`config.mk`:
```
export PLATFORM = sky130hd
export DESIGN_NAME = irq_ctrl_flat
export DESIGN_NICKNAME = d
export VERILOG_FILES = /design/src/rtl/irq_ctrl_pkg.sv /design/src/rtl/irq_ctrl_if.sv /design/src/rtl/irq_ctrl_prio_enc.sv /design/src/rtl/irq_ctrl.sv /design/src/flat_wrapper.sv
export SDC_FILE = /design/constraint.sdc
export NUM_CORES = 1
export LEC_CHECK = 0
export ABC_AREA = 1
export CAP_MARGIN = 5
export CORE_ASPECT_RATIO = 0.6
export CORE_UTILIZATION = 35
export CTS_CLUSTER_SIZE = 14
export DETAILED_ROUTE_END_ITERATION = 8
export MAX_ROUTING_LAYER = met4
export PLACE_DENSITY = 0.71
export SETUP_SLACK_MARGIN = 0.05
export SYNTH_ARGS = -nofsm -noshare
export SYNTH_HDL_FRONTEND = slang
export SYNTH_HIERARCHICAL = 1
export SYNTH_SLANG_ARGS = --single-unit
```
`constraint.sdc`:
```
create_clock -name clk -period 1.3 [get_ports clk]
set_input_delay 0.26 -clock clk [delete_from_list [all_inputs] [get_ports clk]]
set_output_delay 0.26 -clock clk [all_outputs]
set_load 0.01 [all_outputs]
```
`src/rtl/irq_ctrl_pkg.sv`:
```
// Shared definitions for the interrupt controller: default sizing, handler base
// address, FSM state encoding and an index-width helper.
package irq_ctrl_pkg;

    localparam int N_IRQ = 8;
    localparam int VEC_W = 10;
    localparam logic [VEC_W-1:0] VEC_BASE = 10'h3F0;

    typedef enum logic [1:0] {
        IRQ_IDLE = 2'd0,
        IRQ_REQ  = 2'd1,
        IRQ_SERV = 2'd2
    } irq_state_t;

    // Width of an index into an n-wide vector; never zero.
    function automatic int idx_width(input int n);
        return (n > 1) ? $clog2(n) : 1;
    endfunction

endpackage

```
`src/rtl/irq_ctrl_if.sv`:
```
// CPU-side handshake of the interrupt controller: request/vector out,
// ack/return in, plus the in-service vector.
interface irq_ctrl_if
    import irq_ctrl_pkg::*;
#(
    parameter int N_IRQ_W = irq_ctrl_pkg::N_IRQ,
    parameter int VEC_W_W = irq_ctrl_pkg::VEC_W
);
    logic               irq_req;
    logic [VEC_W_W-1:0] irq_vec;
    logic               irq_ack;
    logic               irq_ret;
    logic [N_IRQ_W-1:0] in_srv;

    modport master (output irq_req, irq_vec, in_srv, input irq_ack, irq_ret);
    modport slave  (input irq_req, irq_vec, in_srv, output irq_ack, irq_ret);
endinterface

```
`src/rtl/irq_ctrl_prio_enc.sv`:
```
// Priority encoder: index of the highest set request bit plus a valid flag.
module irq_ctrl_prio_enc
    import irq_ctrl_pkg::*;
#(
    parameter int N     = irq_ctrl_pkg::N_IRQ,
    parameter int IDX_W = idx_width(N)
) (
    input  logic [N-1:0]     req,
    output logic [IDX_W-1:0] idx,
    output logic             valid
);
    always_comb begin
        idx   = '0;
        valid = |req;
        // Ascending scan: the last hit, i.e. the MSB, wins.
        for (int i = 0; i < N; i++) begin
            if (req[i]) begin
                idx = IDX_W'(i);
            end
        end
    end
endmodule

```
`src/rtl/irq_ctrl.sv`:
```
// Interrupt controller: pending latch, software mask, priority selection and
// request/in-service tracking. Define IRQ_NEST_EN to allow nested preemption.
module irq_ctrl
    import irq_ctrl_pkg::*;
#(
    parameter int               N_IRQ    = irq_ctrl_pkg::N_IRQ,
    parameter int               VEC_W    = irq_ctrl_pkg::VEC_W,
    parameter logic [VEC_W-1:0] VEC_BASE = irq_ctrl_pkg::VEC_BASE
) (
    input  logic             clk,
    input  logic             reset,
    input  logic [N_IRQ-1:0] irq_in,
    input  logic             mask_we,
    input  logic [N_IRQ-1:0] mask_d,
    output logic [N_IRQ-1:0] mask_q,
    output logic             ovr,
    irq_ctrl_if.master       bus
);
    localparam int IDX_W = idx_width(N_IRQ);

    irq_state_t       state_reg, state_next;
    logic [N_IRQ-1:0] pend_reg, pend_next;
    logic [N_IRQ-1:0] mask_reg;
    logic [N_IRQ-1:0] in_srv_reg, in_srv_next;
    logic [IDX_W-1:0] sel_reg, sel_next;
    logic [VEC_W-1:0] vec_reg, vec_next;
    logic             ovr_reg, ovr_next;
    logic [N_IRQ-1:0] clr;
    logic [N_IRQ-1:0] sel_onehot;
    logic [N_IRQ-1:0] ovr_hit;
    logic [N_IRQ-1:0] cand_req;
    logic [IDX_W-1:0] cand_idx;
    logic             cand_valid;

    assign cand_req = pend_reg & mask_reg;

    irq_ctrl_prio_enc #(.N(N_IRQ), .IDX_W(IDX_W)) u_cand_enc (
        .req   (cand_req),
        .idx   (cand_idx),
        .valid (cand_valid)
    );

    // A new pulse always wins over the ack-clear of the same bit.
    genvar gi;
    generate
        for (gi = 0; gi < N_IRQ; gi++) begin : g_bit
            assign sel_onehot[gi] = (sel_reg == IDX_W'(gi));
            assign pend_next[gi]  = (pend_reg[gi] & ~clr[gi]) | irq_in[gi];
            assign ovr_hit[gi]    = irq_in[gi] & pend_reg[gi] & ~clr[gi];
        end
    endgenerate

    assign ovr_next = (|ovr_hit) ? 1'b1 : (mask_we ? 1'b0 : ovr_reg);

`ifdef IRQ_NEST_EN
    logic [IDX_W-1:0] srv_idx;
    logic             srv_valid;
    logic [N_IRQ-1:0] srv_top;

    irq_ctrl_prio_enc #(.N(N_IRQ), .IDX_W(IDX_W)) u_srv_enc (
        .req   (in_srv_reg),
        .idx   (srv_idx),
        .valid (srv_valid)
    );

    generate
        for (gi = 0; gi < N_IRQ; gi++) begin : g_srv_top
            assign srv_top[gi] = srv_valid && (srv_idx == IDX_W'(gi));
        end
    endgenerate
`endif

    always_comb begin
        state_next  = state_reg;
        sel_next    = sel_reg;
        vec_next    = vec_reg;
        in_srv_next = in_srv_reg;
        clr         = '0;
        case (state_reg)
            IRQ_IDLE: begin
                if (cand_valid) begin
                    state_next = IRQ_REQ;
                    sel_next   = cand_idx;
                    vec_next   = VEC_BASE + VEC_W'(cand_idx);
                end
            end
            IRQ_REQ: begin
                if (bus.irq_ack) begin
                    state_next  = IRQ_SERV;
                    clr         = sel_onehot;
                    in_srv_next = in_srv_reg | sel_onehot;
                end else if (mask_we && !(|(mask_d & sel_onehot))) begin
                    // Withdrawn request falls back to whatever was running before.
                    state_next = (|in_srv_reg) ? IRQ_SERV : IRQ_IDLE;
                end
            end
            IRQ_SERV: begin
`ifdef IRQ_NEST_EN
                if (bus.irq_ret) begin
                    in_srv_next = in_srv_reg & ~srv_top;
                    state_next  = (|(in_srv_reg & ~srv_top)) ? IRQ_SERV : IRQ_IDLE;
                end else if (cand_valid && (!srv_valid || (cand_idx > srv_idx))) begin
                    state_next = IRQ_REQ;
                    sel_next   = cand_idx;
                    vec_next   = VEC_BASE + VEC_W'(cand_idx);
                end
`else
                if (bus.irq_ret) begin
                    in_srv_next = '0;
                    state_next  = IRQ_IDLE;
                end
`endif
            end
            default: begin
                state_next = IRQ_IDLE;
            end
        endcase
    end

    always_ff @(posedge clk or posedge reset) begin
        if (reset) begin
            state_reg  <= IRQ_IDLE;
            pend_reg   <= '0;
            mask_reg   <= '0;
            in_srv_reg <= '0;
            sel_reg    <= '0;
            vec_reg    <= '0;
            ovr_reg    <= 1'b0;
        end else begin
            state_reg  <= state_next;
            pend_reg   <= pend_next;
            mask_reg   <= mask_we ? mask_d : mask_reg;
            in_srv_reg <= in_srv_next;
            sel_reg    <= sel_next;
            vec_reg    <= vec_next;
            ovr_reg    <= ovr_next;
        end
    end

    assign bus.irq_req = (state_reg == IRQ_REQ);
    assign bus.irq_vec = vec_reg;
    assign bus.in_srv  = in_srv_reg;
    assign mask_q      = mask_reg;
    assign ovr         = ovr_reg;

endmodule

```
`src/flat_wrapper.sv`:
```
// flat-port wrapper written by rule: the top's interface ports become plain ports
module irq_ctrl_flat import irq_ctrl_pkg::*;
#(
    parameter int               N_IRQ    = irq_ctrl_pkg::N_IRQ,
    parameter int               VEC_W    = irq_ctrl_pkg::VEC_W,
    parameter logic [VEC_W-1:0] VEC_BASE = irq_ctrl_pkg::VEC_BASE
)
  (clk, reset, irq_in, mask_we, mask_d, mask_q, ovr, bus_irq_req, bus_irq_vec, bus_in_srv, bus_irq_ack, bus_irq_ret);
  irq_ctrl_if #(.N_IRQ_W(8), .VEC_W_W(10)) bus_i ();
  input  logic clk;
  input  logic reset;
  input  logic [N_IRQ-1:0] irq_in;
  input  logic mask_we;
  input  logic [N_IRQ-1:0] mask_d;
  output logic [N_IRQ-1:0] mask_q;
  output logic ovr;
  output wire logic [$bits(bus_i.irq_req)-1:0] bus_irq_req;
  output wire logic [$bits(bus_i.irq_vec)-1:0] bus_irq_vec;
  output wire logic [$bits(bus_i.in_srv)-1:0] bus_in_srv;
  input wire logic [$bits(bus_i.irq_ack)-1:0] bus_irq_ack;
  input wire logic [$bits(bus_i.irq_ret)-1:0] bus_irq_ret;
  assign bus_irq_req = bus_i.irq_req;
  assign bus_irq_vec = bus_i.irq_vec;
  assign bus_in_srv = bus_i.in_srv;
  assign bus_i.irq_ack = bus_irq_ack;
  assign bus_i.irq_ret = bus_irq_ret;
  irq_ctrl #(.N_IRQ(N_IRQ), .VEC_W(VEC_W), .VEC_BASE(VEC_BASE)) u_core (.clk(clk), .reset(reset), .irq_in(irq_in), .mask_we(mask_we), .mask_d(mask_d), .mask_q(mask_q), .ovr(ovr), .bus(bus_i));
endmodule
```
==> out/metrics.csv, run 1 <==
metric,value,unit
status,"finished, violations left",
failing checks,negative setup slack,
grt ovf,0,
post-synthesis sequential area ratio,0.491,
Final Cycle Share,1.11,
cell count after placement,351,
max cap viols,0,
peak supply drop,1080,uV
Worst Skew,1.82,ps
CTS Root Cell,clkbuf_8,
num ports,49,
"Clk Latency, worst-skew pair",280,ps
CTS Buf Count,5,
Die Span Y,54.0,um
Lkg Pwr,1.42,nW
"Slew Viols, Final",0,
initial DRC count,88,
final worst setup slack,-141,ps
clk sinks,31,
Vias,1781,
minimum clock period,1440,ps
maximum clock rate,0.694,GHz
H-Tree Depth,2,
largest net degree at the start of global routing,32,
power per cell area,1680,nW/um^2
initial core utilization,0.375,
Post-DP HPWL,3520,um
# setup viols final,18,
Final ANT Viol Nets,0,
unrepaired setup endpoints after global routing,yes,
CTS tree,built,
Mapped Cells,211,
worst min-delay path class,input port to async pin,
die width,88.7,um
Area Growth Syn to Fin,75.0,%
Worst Path Max Fanout,2,
clock-pin slew on the worst setup and hold paths,70,ps
xor/xnor share of the synthesized area,0,
vias per inst,4.74,
post-synthesis cell area,1580,sq um
Syn Nets,232,
Final Non-Filler Cells,376,
Synth cell types,22,
Fin. Hold Viols,0,
clk buf depth,2,
Rows,18,
vias in the first global route,1620,
DR DRC count,0,
CP top delay family,simple AND/OR/NAND/NOR gates,
wire per inst,14.0,um
"Cell Chain, Critical Path","buf_4, nand2_1, inv_1, nor2_2, nand3_2, o31ai_2, inv_1, nand3_1, nand2_1",
Synth Area in Adders,0,
"Buf+Inv Stages, Crit Path",3,
Critical Path Max Stage Delay,380,ps
Avg Inst Size Synth,7.48,sq um
Crit Path Class,flip-flop to flip-flop,
simple-gate share of the synthesized area,0.303,
DIE AREA,4790,sq um
drt total wl,5260,um
first-pass GRT wire length,7770,um
Ys Warns,6,
post-synthesis mux area share,0,
core area,4210,sq um
Total GRT Usage,0.235,
# diodes,0,
Setup WS pre-CTS,-340,ps
placer congestion estimate,0.912,
initial antenna violation count,0,
drt pass-1 iters,5,
Yosys reg bits,31,
startpoint types,flip-flop,
CP required,1470,ps
Final nets,336,
slowest CP cell,dfrtp_1,
largest family of logic cells by synthesized area,simple AND/OR/NAND/NOR gates,
post-synthesis compound-gate area fraction,0.0713,
Critical Path AT,1610,ps
IO buf count,47,
share of post-route cells with drive strength above 1,0.361,
CP Capture Type,flip-flop,
## cells by family (layout without fill, tap and decap cells)
| family | count (synthesis) | in the layout |
|---|---|---|
| flops | 31 | 31 |
| compound gates | 20 | 20 |
| other cells | 1 | 1 |
| simple gates | 111 | 111 |
| buf+inv | 48 | 153 |
## per-stage QoR
stage               TNS, ps  total power [W]   util  hold slack, ps  cell area, sq um
floorplan                 0          0.00223      -             352              1580
global placement      -3820          0.00329  0.569             510              2400
detailed placement    -4140          0.00330  0.569             516              2400
CTS                    -772          0.00443  0.628             329              2640
global route          -2480          0.00493  0.656             344              2760
finish                -1330          0.00465  0.656             323              2760
## what timing repair did
| item | in CTS | in global routing |
|---|---|---|
| pin swaps | 11 | 6 |
| buffers inserted | 11 | 8 |
| endpoints found under the setup margin | 40 | 35 |
| hold buffers | 0 | 0 |
| gates resized for setup | 95 | 28 |
## layer usage
metal,part of all wire,global-route usage,up-vias
met3,0.089,0.0537,5
met2,0.45,0.359,71
met4,0.0070,0.0511,0
met5,0,-,-
li1,-,-,859
met1,0.46,0.319,846
## where the power goes
part | internal (W) | switching (W)
Sequential | 0.00120 | 0.000218
Clock | 0.000620 | 0.000364
Combinational | 0.00108 | 0.00117
Total | 0.00290 | 0.00175
## worst reg2reg max path, stage by stage, from the launching register on
cell and delay, ps:
dfrtp_1 380, buf_4 150, nand2_1 50, inv_1 50, nor2_2 140, nand3_2 140
o31ai_2 230, inv_1 70, nand3_1 80, nand2_1 50
## cells in the mapped netlist
library cell / instances / area, sq um
nor2_2: 1 / 6.26
buf_4: 7 / 52.6
nand2_1: 56 / 210
inv_2: 1 / 3.75
conb_1: 1 / 3.75
nor4_1: 1 / 6.26
o21ai_0: 2 / 10.0
nand4_1: 6 / 37.5
or2_2: 1 / 6.26
a21oi_1: 12 / 60.1
o21ai_1: 1 / 5.00
clkbuf_1: 1 / 3.75
buf_2: 2 / 10.0
a21o_1: 4 / 30.0
inv_1: 37 / 139
o31ai_1: 1 / 7.51
nand3_1: 19 / 95.1
nor3_1: 4 / 20.0
nand2_2: 1 / 6.26
nor2_1: 21 / 78.8
nor2_4: 1 / 11.3
dfrtp_1: 31 / 776
## final timing paths
kind	to	cells past startpoint	slack, ps	start
setup / recovery	u_core/state_reg[1]	9	-140	u_core/mask_q[7]
hold / removal	u_core/sel_reg[1]	3	320	reset
setup reg to reg	u_core/state_reg[1]	9	-140	u_core/mask_q[7]
hold reg to reg	u_core/ovr	2	530	u_core/ovr
max in group asynchronous	u_core/sel_reg[0]	3	800	reset
min in group clk	u_core/pend_reg[5]	3	520	irq_in[5]
## cells in the final DEF (no fill, tap or decap), drive strengths merged, types with 6 or more instances in the layout
cell type and instances:
clkdlybuf4s50 20, clkdlybuf4s15 9, nor2 23, dfrtp 31
nand3 19, inv 37, nand2 57, clkbuf 9
nand4 6, a21oi 12, buf 71
## area by class of cell
class | instances | area, sq um
multi-input combinational | 132 | 709
timing repair buffer | 107 | 936
clock buffer | 6 | 82.6
sequential | 31 | 778
fill | 360 | 1450
tap | 60 | 75.1
inverter | 38 | 146
clock inverter | 2 | 35.0
Note: power is estimated with default switching activity, not from simulation.
==> run 2, diff against run 1 <==
Settings changed: CELL_PAD_IN_SITES_DETAIL_PLACEMENT from default to 0, CELL_PAD_IN_SITES_GLOBAL_PLACEMENT from default to 1, CORE_UTILIZATION 35 to 29, CTS_BUF_LIST from default to sky130_fd_sc_hd__clkbuf_8 sky130_fd_sc_hd__clkbuf_16, CTS_CLUSTER_DIAMETER from default to 60, PLACE_DENSITY 0.71 to 0.8.
==> run 2 against run 1 <==
Effect of this change:
- the flow still finishes with violations (negative setup slack)
- non-clock buffer count grew 1
- final cell count grew 1.6%
- critical path depth is the same
- routed wire length grew 1.3%
- worst setup slack lost 1.1 ps
- critical path type unchanged
- critical endpoint unchanged
- largest cell class unchanged
==> out/metrics.csv, run 2 (same netlist as run 1, synthesis figures left out) <==
metric,value,unit,change
# setup viols final,8,,was 18
vias per inst,4.47,,was 4.74
final worst setup slack,-142,ps,was -141 ps
drt pass-1 iters,4,,was 5
clock-pin slew on the worst setup and hold paths,70,ps,about the same
Rows,20,,was 18
core area,5150,sq um,was 4210 sq um
R2R Setup Slk,-140,ps,about the same
initial core utilization,0.306,,was 0.375
die width,97.3,um,was 88.7 um
initial DRC count,107,,was 88
Post-DP HPWL,3740,um,was 3520 um
DR DRC count,0,,unchanged
share of post-route cells with drive strength above 1,0.402,,was 0.361
CTS tree,built,,unchanged
grt ovf,0,,unchanged
num ports,49,,unchanged
H-Tree Depth,2,,unchanged
DIE AREA,5750,sq um,was 4790 sq um
hold buffers post-CTS,0,,unchanged
Lkg Pwr,1.43,nW,was 1.42 nW
max cap viols,0,,unchanged
Die Span Y,59.2,um,was 54.0 um
Final ANT Viol Nets,0,,unchanged
failing checks,negative setup slack,,unchanged
status,"finished, violations left",,unchanged
largest net degree at the start of global routing,32,,unchanged
clk buf depth,2,,unchanged
Worst Skew,3.11,ps,was 1.82 ps
unrepaired setup endpoints after global routing,yes,,unchanged
Final nets,337,,was 336
Final Non-Filler Cells,382,,was 376
CTS Buf Count,5,,unchanged
Critical Path AT,1620,ps,was 1610 ps
first-pass GRT wire length,8180,um,was 7770 um
worst min-delay path class,input port to async pin,,unchanged
critical path startpoint,u_core/sel_reg[1],,was u_core/mask_q[7]
power per cell area,1740,nW/um^2,was 1680 nW/um^2
Fin. Hold Viols,0,,unchanged
maximum clock rate,0.693,GHz,was 0.694 GHz
CP required,1470,ps,about the same
minimum clock period,1440,ps,about the same
Vias,1706,,was 1781
reg-to-reg critical path startpoint,u_core/sel_reg[1],,was u_core/mask_q[7]
Crit Path Class,flip-flop to flip-flop,,unchanged
"most common cell after layout, fill and taps aside",nand2_1,,unchanged
Final Cycle Share,1.11,,about the same
CTS Root Cell,clkbuf_8,,unchanged
placer congestion estimate,0.919,,was 0.912
vias in the first global route,1611,,was 1620
peak supply drop,861,uV,was 1080 uV
initial antenna violation count,0,,unchanged
Worst Path Max Fanout,4,,was 2
wire per inst,13.9,um,was 14.0 um
"Slew Viols, Final",0,,unchanged
IO buf count,47,,unchanged
Worst Reg-to-Reg Cells,9,,unchanged
# diodes,0,,unchanged
clk sinks,31,,unchanged
CP Capture Type,flip-flop,,unchanged
cell count after placement,355,,was 351
drt total wl,5330,um,was 5260 um
Setup WS pre-CTS,-360,ps,was -340 ps
"Clk Latency, worst-skew pair",280,ps,about the same
Crit Reg-Reg Endpoint,u_core/state_reg[1],,unchanged
"commonest cells after routing, fill and taps aside","nand2_1, buf_4, inv_1",,unchanged
startpoint types,flip-flop,,unchanged
Total GRT Usage,0.197,,was 0.235
Area Growth Syn to Fin,81.2,%,was 75.0%
## run 2: changes by cell type in the layout (fill, tap and decap cells not counted), moves of 4 or more
cell / previous run / this run
clkdlybuf4s15_1: 9 / 14
buf_2: 4 / 10
nand2_2: 3 / 8
buf_4: 50 / 39
nor2_4: 4 / 8
nand2_1: 52 / 46
## run 2: routing by layer
metal	vias up	track usage	share of wire	routed length (um)
met5	-	-	0	0
met3	5	0.0507	0.060	319
met4	0	0.0504	0.0064	34
met2	54	0.277	0.44	2340
met1	786	0.280	0.49	2630
li1	861	-	-	-
## run 2: power by group
group | switching [W] | total [W] | internal, W
combinational | 0.00135 | 0.00278 | 0.00143
sequential | 0.000216 | 0.00142 | 0.00120
clock | 0.000363 | 0.000778 | 0.000415
## run 2: through the flow
step	instance area [sq um]	hold WS, ps	total power [W]	util	TNS, ps
5_1_grt	2860	337	0.00528	0.555	-1170
6_report	2860	303	0.00498	0.555	-665
2_1_floorplan	1580	352	0.00223	-	0
3_3_place_gp	2390	502	0.00333	0.463	-4030
3_5_place_dp	2390	509	0.00336	0.463	-4560
4_1_cts	2660	317	0.00455	0.515	-270
## run 2: final cells by class
cell class	count	area (sq um)
Tap cell	66	82.6
Fill cell	504	2290
Timing Repair Buffer	108	985
Sequential cell	31	779
Clock buffer	6	82.6
Multi-Input combinational cell	132	782
Clock inverter	1	5.00
Inverter	38	145
## run 2: how the worst max path moves through the flow
stage                     cells after the start                   to
after global placement                        8           u_core/ovr
after floorplan                              10  u_core/state_reg[1]
after global routing                         10  u_core/state_reg[1]
final                                         9  u_core/state_reg[1]
after detailed placement                      8           u_core/ovr
after CTS                                    10  u_core/state_reg[1]
## run 2: worst max-delay path, stage by stage (launching register included)
cell and delay [ps]:
dfrtp_2 420, buf_12 140, nor2_4 210, nand3_1 100, nand2_1 70, nor2_1 40, nand3_1 110, nand2_1 90
nand3_1 90, nand2_1 50
## run 2: timing repair
action                                  4_1_cts  5_1_grt
pin swaps                                    12       25
endpoints found under the setup margin       44       31
setup buffers                                13        9
resized for setup                           108       46
